===== config.mk =====
export PLATFORM = sky130hd
export DESIGN_NAME = song_sequencer
export DESIGN_NICKNAME = d
export VERILOG_FILES = /design/src/rtl/song_sequencer.sv
export SDC_FILE = /design/constraint.sdc
export NUM_CORES = 1
export LEC_CHECK = 0
export ABC_AREA = 0
export BUFFER_PORTS_ARGS = -buffer_cell sky130_fd_sc_hd__clkbuf_2
export CAP_MARGIN = 5
export CORE_UTILIZATION = 45
export CTS_CLUSTER_SIZE = 20
export DETAILED_ROUTE_END_ITERATION = 12
export GPL_TIMING_DRIVEN = 0
export PLACE_DENSITY = 0.69
export SYNTH_ARGS = -nofsm -noshare
export SYNTH_HDL_FRONTEND = slang
export SYNTH_SLANG_ARGS = --single-unit
export TNS_END_PERCENT = 30

===== constraint.sdc =====
create_clock -name clk -period 5.75 [get_ports clk]
set_input_delay 0.8625 -clock clk [delete_from_list [all_inputs] [get_ports clk]]
set_output_delay 0.8625 -clock clk [all_outputs]
set_load 0.01 [all_outputs]

===== src/rtl/song_sequencer.sv =====
// Song ROM sequencer: fetches one entry per note and holds it for its duration in beat_ticks.
// Optional feature macro SONG_SEQUENCER_LOOP_EN: the end marker wraps playback to address 0 instead of stopping.
module song_sequencer (
  input  logic        clk,
  input  logic        rst_n,
  input  logic        play,
  input  logic        beat_tick,
  input  logic        skip_fwd,
  input  logic        skip_back,
  output logic [5:0]  rom_addr,
  input  logic [15:0] rom_data,
  output logic [5:0]  current_addr,
  output logic [5:0]  note,
  output logic        note_start,
  output logic        playing,
  output logic        song_done
);

  typedef enum logic [2:0] {S_IDLE, S_FETCH, S_LOAD, S_PLAY, S_DONE} state_t;

  state_t     state, state_nxt;
  logic [8:0] dur_cnt;
  logic       fwd, back;
  logic       addr_inc, addr_dec, addr_clr, load_note, dur_dec;
`ifdef SONG_SEQUENCER_LOOP_EN
  logic       done_pulse;
`endif

  // Simultaneous skips cancel each other out.
  assign fwd  = skip_fwd & ~skip_back;
  assign back = skip_back & ~skip_fwd;

  always_ff @(posedge clk or negedge rst_n) begin
    if (!rst_n) state <= S_IDLE;
    else        state <= state_nxt;
  end

  always_comb begin
    state_nxt = state;
    addr_inc  = 1'b0;
    addr_dec  = 1'b0;
    addr_clr  = 1'b0;
    load_note = 1'b0;
    dur_dec   = 1'b0;
    case (state)
      S_IDLE: begin
        if (fwd) begin
          addr_inc  = 1'b1;
          state_nxt = S_FETCH;
        end else if (back) begin
          addr_dec  = 1'b1;
          state_nxt = S_FETCH;
        end else if (play) begin
          state_nxt = S_FETCH;
        end
      end
      S_FETCH: state_nxt = S_LOAD;
      S_LOAD: begin
        if (fwd) begin
          addr_inc  = 1'b1;
          state_nxt = S_FETCH;
        end else if (back) begin
          addr_dec  = 1'b1;
          state_nxt = S_FETCH;
        end else if (rom_data[15]) begin
`ifdef SONG_SEQUENCER_LOOP_EN
          addr_clr  = 1'b1;
          state_nxt = S_FETCH;
`else
          state_nxt = S_DONE;
`endif
        end else if (rom_data[8:0] == 9'd0) begin
          addr_inc  = 1'b1;
          state_nxt = S_FETCH;
        end else begin
          load_note = 1'b1;
          state_nxt = S_PLAY;
        end
      end
      S_PLAY: begin
        // A skip takes priority over a terminal beat so the address moves only once.
        if (fwd) begin
          addr_inc  = 1'b1;
          state_nxt = S_FETCH;
        end else if (back) begin
          addr_dec  = 1'b1;
          state_nxt = S_FETCH;
        end else if (play && beat_tick) begin
          if (dur_cnt == 9'd1) begin
            addr_inc  = 1'b1;
            state_nxt = S_FETCH;
          end else begin
            dur_dec = 1'b1;
          end
        end
      end
      S_DONE: begin
        if (back) begin
          addr_dec  = 1'b1;
          state_nxt = S_FETCH;
        end
      end
      default: state_nxt = S_IDLE;
    endcase
  end

  always_comb begin
    rom_addr = current_addr;
    playing  = (state == S_PLAY) && play;
`ifdef SONG_SEQUENCER_LOOP_EN
    song_done = done_pulse;
`else
    song_done = (state == S_DONE);
`endif
  end

  always_ff @(posedge clk or negedge rst_n) begin
    if (!rst_n) begin
      current_addr <= 6'd0;
      note         <= 6'd0;
      dur_cnt      <= 9'd0;
      note_start   <= 1'b0;
    end else begin
      note_start <= load_note;
      if (addr_clr)
        current_addr <= 6'd0;
      else if (addr_inc)
        current_addr <= current_addr + 6'd1;
      else if (addr_dec && current_addr != 6'd0)
        current_addr <= current_addr - 6'd1;
      if (load_note) begin
        note    <= rom_data[14:9];
        dur_cnt <= rom_data[8:0];
      end else if (dur_dec) begin
        dur_cnt <= dur_cnt - 9'd1;
      end
    end
  end

`ifdef SONG_SEQUENCER_LOOP_EN
  always_ff @(posedge clk or negedge rst_n) begin
    if (!rst_n) done_pulse <= 1'b0;
    else        done_pulse <= addr_clr;
  end
`endif

endmodule


Word level (Yosys, flattened, before mapping)
Index checks and enable logic that the tools add are counted.
W data, S select, Z words.

word-level totals
  flip-flop bits (word level) = 25
  bits of input ports = 22

cells by class
  add/sub/neg operators = 3
  eq/ne operators = 9
  multiplexer cells = 40
  bitwise logic cells = 4
  reductions and logical operators = 10

operators by type and width
  operator               number
  $mux W3                11
  $mux W1                21
  $mux W9                2
  $pmux W3 S5            1
  $mux W6                2
  $ne A4 B4 Y1 const B   3
  $eq A9 B1 Y1 const B   1
  $logic_not A9 Y1       1
  $sub A9 B1 Y9 const B  1
  $add A6 B1 Y6 const B  1
  $eq A3 B2 Y1 const B   2
  $reduce_bool A6 Y1     1
  $sub A6 B1 Y6 const B  1
  $reduce_and A4 Y1      1
  $reduce_bool A2 Y1     2
  $eq A3 B1 Y1 const B   1
  $eq A3 B3 Y1 const B   1
  $logic_and A1 B1 Y1    3
  $logic_not A3 Y1       1
  $pmux W1 S3            1
  $reduce_or A3 Y1       1
  $and A1 B1 Y1          2
  $mux W2                1
  $ne A2 B1 Y1 const B   1
  other kinds (2)        3

Depth between registers and ports, before layout
Gate-level depths: netlist of run 1.

  depth after elaboration = 8
  depth in mapped cells = 13
  depth with buffers taken out = 13

Worst setup path before layout of run 1
OpenSTA, ideal clock, no wires.

  path type = input to register
  from = input port rom_data[5]
  to = register current_addr[5]
  arrival = 3.126 ns
  path slack = 2.545 ns
  cell stages on the path = 11
  buffers on the path = 0
  cell sequence = nor4_1 -> nand3_1 -> o22a_1 -> nor3_1 -> nor2_1 -> ha_1 -> a21oi_1 -> a21oi_1 -> or4b_1 -> o21ai_1 -> xor2_1

between the ends
  word-level cells in the longest chain between the ends = 7
  elaborated cells on any way between the ends = 8
  classes of those cells = mux (6); reduce/logical (2)

RTL lines
  what                                           RTL line  text
  from (decl)                                    11        input logic [15:0] rom_data,
  $logic_not A9 Y1 (*)                           72        end else if (rom_data[8:0] == 9'd0) begin
  $mux W1 (*)                                    72
  $mux W1 (*)                                    65        end else if (rom_data[15]) begin
  $mux W1 (*)                                    62        end else if (back) begin
  $mux W1 (*)                                    59        if (fwd) begin
  $pmux W1 S3 (*)                                45        case (state)
  $mux W6 or $reduce_bool A2 Y1 (tied branches)  -
  to (signal assigned)                           128       current_addr <= current_addr + 6'd1;
  to (signal assigned)                           130       current_addr <= current_addr - 6'd1;
  to (decl)                                      12        output logic [5:0] current_addr,

Mark *: on every way between the ends. The rest lies on a longest branch, timed or not.
A chain may end at the register's enable or synchronous reset.

Final worst setup path of run 1
  from = input port rom_data[4]
  to = register current_addr[5]

Same word-level chain as after synthesis.

==> flow_metrics.env, run 1 <==
export IMPL_maxSlewHeadroom_pct=58.6
export IMPL_skew_ns=0.00172
export IMPL_regArea_um2=626
export IMPL_synth_commonest_cells="nand2_1, dfrtp_1, nor2_1"
export IMPL_worstPathRequired_ns=5.94
export IMPL_rrSetupSlack_ns=2.65
export IMPL_synth_edf_count=0
export IMPL_fill_cells=362
export IMPL_syn_nets=213
export IMPL_synthCells=181
export IMPL_arrival_ns=3.57
export IMPL_dr_pass1_iters=4
export IMPL_final_setup_tns_ns=0
export IMPL_yosysMostFrequentCell="nand2_1"
export IMPL_die_w_um=63.2
export IMPL_hold_class="flop to flop"
export IMPL_netlist_area_um2=1690
export IMPL_die_h_um=63.2
export IMPL_fin_crit_sh_pct=58.7
export IMPL_cts_hold_buffers=0
export IMPL_maxSlewViolCount=0
export IMPL_setup_violations=0
export IMPL_drc=0
export IMPL_crit_buf_inv=1
export IMPL_cts_htree_levels=1
export IMPL_slowest_delay_ns=0.50
export IMPL_portBuffers=42
export IMPL_utilization_pct=57.7
export IMPL_crit_chain="clkbuf_2 > nor4_1 > nand3_1 > o22a_1 > nor3_1 > nor2_1 > ha_1 > a21oi_1 > a21oi_1 > or4b_1 > o21ai_1 > xor2_1"
export IMPL_start_kind="input port"
export IMPL_clk_latency_ns=0.27
export IMPL_via_per_inst=5.22
export IMPL_path_delay_family="simple AND/OR/NAND/NOR gates"
export IMPL_drtIter0Drc=58
export IMPL_clock_sinks=25
export IMPL_grt_pass1_wl_um=5980
export IMPL_ctsResizeCount=0
export IMPL_io_pins=43
export IMPL_rsz0062_at_grt="false"
export IMPL_cts_tree="yes"
export IMPL_core_area_um2=3470
export IMPL_holdWs_ns=0.479
export IMPL_routabilityCongestion=0.768
export IMPL_vias=1426
export IMPL_wl_um=3390
export IMPL_crit_top_cell="a21oi_1"
export IMPL_grt_remaining_overflow=0
export IMPL_powerDensity_nw_per_um2=488
export IMPL_netlist_area_leader_share_pct=37.1
export IMPL_clockBufferDepth=2
export IMPL_dieArea_um2=4000
export IMPL_grt_start_max_net_pins=26
export IMPL_cts_buffers=3
export IMPL_antenna_cells=0
export IMPL_drv_cap=0
export IMPL_areaGrowthSynthToFinish_pct=18.5
export IMPL_multi_input_comb_area_um2=957
export IMPL_slowest_stage="or4b_1"
export IMPL_synth_top_flop_cell="dfrtp_1"
export IMPL_p_leak_nw=0.982
export IMPL_ys_types=47
export IMPL_antenna_found_initial=0
export IMPL_criticalPathCategory="input port to flop"
export IMPL_critical_path_peak_fanout=5
export IMPL_ant_nets=0
export IMPL_dp_hpwl_um=2620
export IMPL_status="finished clean"
export IMPL_max_freq_mhz=296
export IMPL_placementRows=21
export IMPL_start_util_pct=48.7
export IMPL_netlist_top_cells_area="dfrtp_1, ha_1, nand2_1"
export IMPL_ys_ff_latch=25
export IMPL_synthArstFlopShare_pct=100
export IMPL_route_detailed_wl_per_inst_um=12.4
export IMPL_period_needed_ns=3.37
export IMPL_finalHoldViolCount=0
export IMPL_ir_worst_vdd_uv=202
export IMPL_dp_slack_ns=2.10
export IMPL_postCtsSetupRepairBufs=0
export IMPL_yosys_warnings=0
export IMPL_finalWorstSetupSlack_ns=2.38
export IMPL_yosysTopAreaCell="dfrtp_1"
export IMPL_end_kind="flop"
export IMPL_path_clk_slew_ns=0.08
export IMPL_grtUsageTotal_pct=18.9
export IMPL_cts_root_buf="clkbuf_8"
export IMPL_grt_pass1_vias=1338
export IMPL_drive_gt1_share_pct=31.7
export IMPL_worst_slew_pin_transition_ns=0.622
export IMPL_avgSynthCellArea_um2=9.33
export IMPL_seq_area_frac_synth_pct=37.1
export IMPL_nNetsFinal=260
## flip-flops by register name, indices dropped and copies added (netlist names)
signal        cells
state             3
current_addr      6
note              6
dur_cnt           9
note_start        1
## worst reg2reg max path: cells and delay by family (launching register included)
family,cells,cell delay [ns]
XOR/XNOR,1,0.17
AND/OR/NAND/NOR,5,1.19
flip-flops,1,0.41
AO/OA/AOI/OAI,4,0.64
adder cells (fa/ha/maj),2,0.52
buffers and inverters,1,0.09
## layout by cell type (no fill, tap or decap), types with 4 or more instances in the layout
master,instances
clkbuf_2,42
o21ai_0,5
nor3_1,4
inv_1,9
nand3_1,9
buf_4,7
ha_1,9
mux2i_1,4
nand2_1,29
xor2_1,5
and2_1,4
dfrtp_1,25
o211ai_1,5
nor2_1,11
a21oi_1,5
## path summary, 6_finish.rpt
path	startpoint	endpoint	depth (start not counted)
worst max register to register	dur_cnt[1]	current_addr[5]	13
worst min-delay path	note[3]	note[3]	2
min in group asynchronous	rst_n	dur_cnt[2]	1
worst max-delay path	rom_data[4]	current_addr[5]	12
max in group asynchronous	rst_n	current_addr[4]	1
worst min register to register	note[3]	note[3]	2
## per-layer routing
layer / up-vias / share of wire (%) / global-route usage, % / wire length, um
met4: 0 / 0.65 / 4.55 / 22
met1: 671 / 50 / 26.2 / 1680
met5: - / 0 / 0 / 0
met3: 2 / 3.8 / 4.53 / 130
li1: 724 / - / - / -
met2: 29 / 46 / 29.4 / 1560
## stage by stage
step	instance area, um2	power [mW]	instances
floorplan	1690	0.726	181
global placement	1960	0.867	269
detailed placement	1960	0.877	269
CTS	2000	0.986	273
global route	2000	1.06	273
finish	2000	0.976	273
## cell type report
class                      count  area share (%)
multi-input combinational    136            47.8
timing repair buffer          42            10.5
inverter                      10            1.88
tap                           46            2.88
clock buffer                   4            2.25
sequential                    25            31.3
buffer                        10            3.38
## cell families (layout without fill, tap and decap cells)
group                    count (synthesis)  after routing  share of synthesized area, %
adder cells (fa/ha/maj)                 10             10                          7.86
multiplexers                             7              7                          5.04
AND/OR/NAND/NOR                         83             83                          27.0
buffers and inverters                   20             66                          6.23
AO/OA/AOI/OAI                           28             28                          12.7
XOR/XNOR                                 8              8                          4.15
flip-flops                              25             25                          37.1
## power breakdown
part	internal, mW	switching (mW)
sequential	0.257	0.0936
clock	0.0496	0.0545
combinational	0.262	0.259
total	0.568	0.407
No activity file was read; power rests on OpenSTA's default activity.
==> inputs of run 2 (changes only) <==
--- a/config.mk
+++ b/config.mk
@@ -12,7 +12,7 @@
 export CTS_CLUSTER_SIZE = 20
 export DETAILED_ROUTE_END_ITERATION = 12
 export GPL_TIMING_DRIVEN = 0
-export PLACE_DENSITY = 0.69
+export PLACE_DENSITY = 0.72
 export SYNTH_ARGS = -nofsm -noshare
 export SYNTH_HDL_FRONTEND = slang
 export SYNTH_SLANG_ARGS = --single-unit
==> constraint.sdc (replaced) <==
create_clock -name clk -period 2.8 [get_ports clk]
set_input_delay 0.42 -clock clk [delete_from_list [all_inputs] [get_ports clk]]
set_output_delay 0.42 -clock clk [all_outputs]
set_load 0.01 [all_outputs]
==> run 2 against run 1 <==
Effect of this change: first-iteration DRC count shrank 28%; routed wire length grew 9.3%; sequential share of layout area shrank 2.5 points; core utilization grew 5.3 points; die area is the same; final cell count grew 2.9%; combinational power grew 140%; non-clock buffer count grew 8; critical path type is now flop to flop; via count grew 3.3%; critical path depth shrank 1; clock skew grew 0.0021 ns.
==> flow_metrics.env, run 2 (synthesized netlist as in run 1, its figures left out) <==
export IMPL_grt_remaining_overflow=0
export IMPL_fin_area_um2=2180
export IMPL_io_pins=43
export IMPL_cts_buffers=3
export IMPL_maxSlewViolCount=0
export IMPL_route_detailed_wl_per_inst_um=13.2
export IMPL_arrival_ns=2.95
export IMPL_wl_um=3700
export IMPL_period_needed_ns=2.75
export IMPL_nNetsFinal=268
export IMPL_hold_class="input port to async pin"
export IMPL_layout_common_cells="clkbuf_2, nand2_1, dfrtp_1, buf_4, nor2_1"
export IMPL_dr_wl_met2_um=1830
export IMPL_p_sw_share_pct=42.0
export IMPL_finalPower_mw=2.23
export IMPL_top_regs="dur_cnt (9), current_addr (6), note (6)"
export IMPL_combPwrFrac_pct=56.9
export IMPL_utilization_pct=63.0
export IMPL_dieArea_um2=4000
export IMPL_grtUsageTotal_pct=20.5
export IMPL_antenna_found_initial=0
export IMPL_cts_hold_buffers=0
export IMPL_cts_htree_levels=1
export IMPL_max_freq_mhz=363
export IMPL_dp_cells=269
export IMPL_largest_reg_flops=9
export IMPL_drive_gt1_share_pct=42.6
export IMPL_highest_layer="met4"
export IMPL_p_int_mw=1.29
export IMPL_via_per_inst=5.24
export IMPL_stdcell_count=281
export IMPL_top_register="dur_cnt"
export IMPL_worst_slew_pin_transition_ns=0.623
export IMPL_p_clk_share_pct=10.0
export IMPL_cts_root_buf="clkbuf_8"
export IMPL_drv_cap=0
export IMPL_postPlaceCellArea_um2=1960
export IMPL_clock_sinks=25
export IMPL_grt_pass1_vias=1453
export IMPL_fill_cells=309
export IMPL_net_switching_power_mw=0.938
export IMPL_status="finished clean"
export IMPL_ant_nets=0
export IMPL_fin_crit_sh_pct=98.3
export IMPL_drtIter0Drc=42
export IMPL_end_kind="flop"
export IMPL_dp_hpwl_um=2640
export IMPL_reg2reg_depth=11
export IMPL_route_layer_met1_wl_um=1680
export IMPL_powerDensity_nw_per_um2=1020
export IMPL_areaGrowthSynthToFinish_pct=29.4
export IMPL_critical_path_peak_fanout=5
export IMPL_final_common_cell="clkbuf_2"
export IMPL_vias=1473
export IMPL_path_clk_slew_ns=0.09
export IMPL_ir_worst_vdd_uv=434
export IMPL_clockBufferDepth=2
export IMPL_setup_violations=0
export IMPL_core_area_um2=3470
export IMPL_antenna_cells=0
export IMPL_criticalPathCategory="flop to flop"
export IMPL_skew_ns=0.00382
export IMPL_maxSlewHeadroom_pct=58.5
export IMPL_start_util_pct=48.7
export IMPL_finalHoldViolCount=0
export IMPL_cts_tree="yes"
export IMPL_placementRows=21
export IMPL_routabilityCongestion=0.773
export IMPL_rrSetupSlack_ns=0.05
export IMPL_rsz0062_at_grt="true"
export IMPL_start_kind="flop"
export IMPL_grt_pass1_wl_um=6510
export IMPL_die_w_um=63.2
export IMPL_clk_latency_ns=0.27
export IMPL_wl_met3_um=138
export IMPL_portBuffers=42
export IMPL_p_leak_nw=1.03
export IMPL_worstPathRequired_ns=3.00
export IMPL_multi_input_comb_area_um2=1070
export IMPL_grt_start_max_net_pins=26
export IMPL_dr_pass1_iters=4
export IMPL_regArea_um2=629
export IMPL_die_h_um=63.2
export IMPL_seq_power_share_pct=33.1
export IMPL_drc=0
run 2: changes by cell type in the layout (fill, tap and decap cells not counted), moves of 2 or more:
| cell | before | now |
|---|---|---|
| nand3_1 | 9 | 7 |
| dfrtp_1 | 25 | 22 |
| nand3_2 | 0 | 2 |
| a21oi_1 | 5 | 3 |
| dfrtp_2 | 0 | 3 |
| ha_1 | 9 | 4 |
| buf_4 | 7 | 16 |
| ha_4 | 0 | 4 |
run 2: cell type report:
class	instances	share of cell area, %
timing repair buffer	51	12.7
tap	46	2.63
sequential	25	28.8
multi-input combinational	136	49.0
inverter	10	1.72
buffer	9	2.86
clock buffer	3	1.89
clock inverter	1	0.344
run 2: worst max-delay path, cell delays in order (launching register included):
cell	delay, ns
dfrtp_1	0.43
nor4_4	0.35
nand3_2	0.12
o22a_1	0.22
nor3_4	0.23
nor2_4	0.11
ha_4	0.26
a21oi_4	0.14
a21oi_2	0.09
or4b_1	0.48
o21ai_2	0.08
xor2_1	0.16
run 2: repair_timing:
| item | CTS | global route |
|---|---|---|
| setup buffers | 5 | 4 |
| endpoints found under the setup margin | 1 | 1 |
| gates resized for setup | 7 | 16 |
| pin swaps | 4 | 7 |
run 2: worst paths after layout:
| check | from | to |
|---|---|---|
| worst max-delay path | dur_cnt[7] | current_addr[5] |
| min in group clk | rom_data[12] | note[3] |
| worst min-delay path | rst_n | dur_cnt[5] |
| worst max register to register | dur_cnt[7] | current_addr[5] |
| worst min register to register | note[4] | note[4] |
| max in group asynchronous | rst_n | state[0] |
run 2: stage by stage:
step / hold slack (ns) / setup WS, ns / TNS, ns
floorplan: 0.124 / 0.0348 / 0
global placement: 0.465 / -0.289 / -0.289
detailed placement: 0.466 / -0.320 / -0.320
CTS: 0.173 / 0.0333 / 0
global route: 0.187 / -0.0893 / -0.0893
finish: 0.141 / 0.0463 / 0
run 2: routing by layer:
layer / vias up / global-route usage (%)
met3: 7 / 2.17
met1: 685 / 28.5
met4: 0 / 7.39
met5: - / 0
li1: 738 / -
met2: 43 / 32.8
run 2: power groups by stage:
stage                     combinational [mW]  sequential, mW  clock [mW]
final                                   1.27           0.738       0.223
after floorplan                        0.761           0.731           0
after global placement                  1.04           0.721           0
after detailed placement                1.08           0.723           0
after CTS                               1.15           0.718       0.228
after global routing                    1.42           0.767       0.242
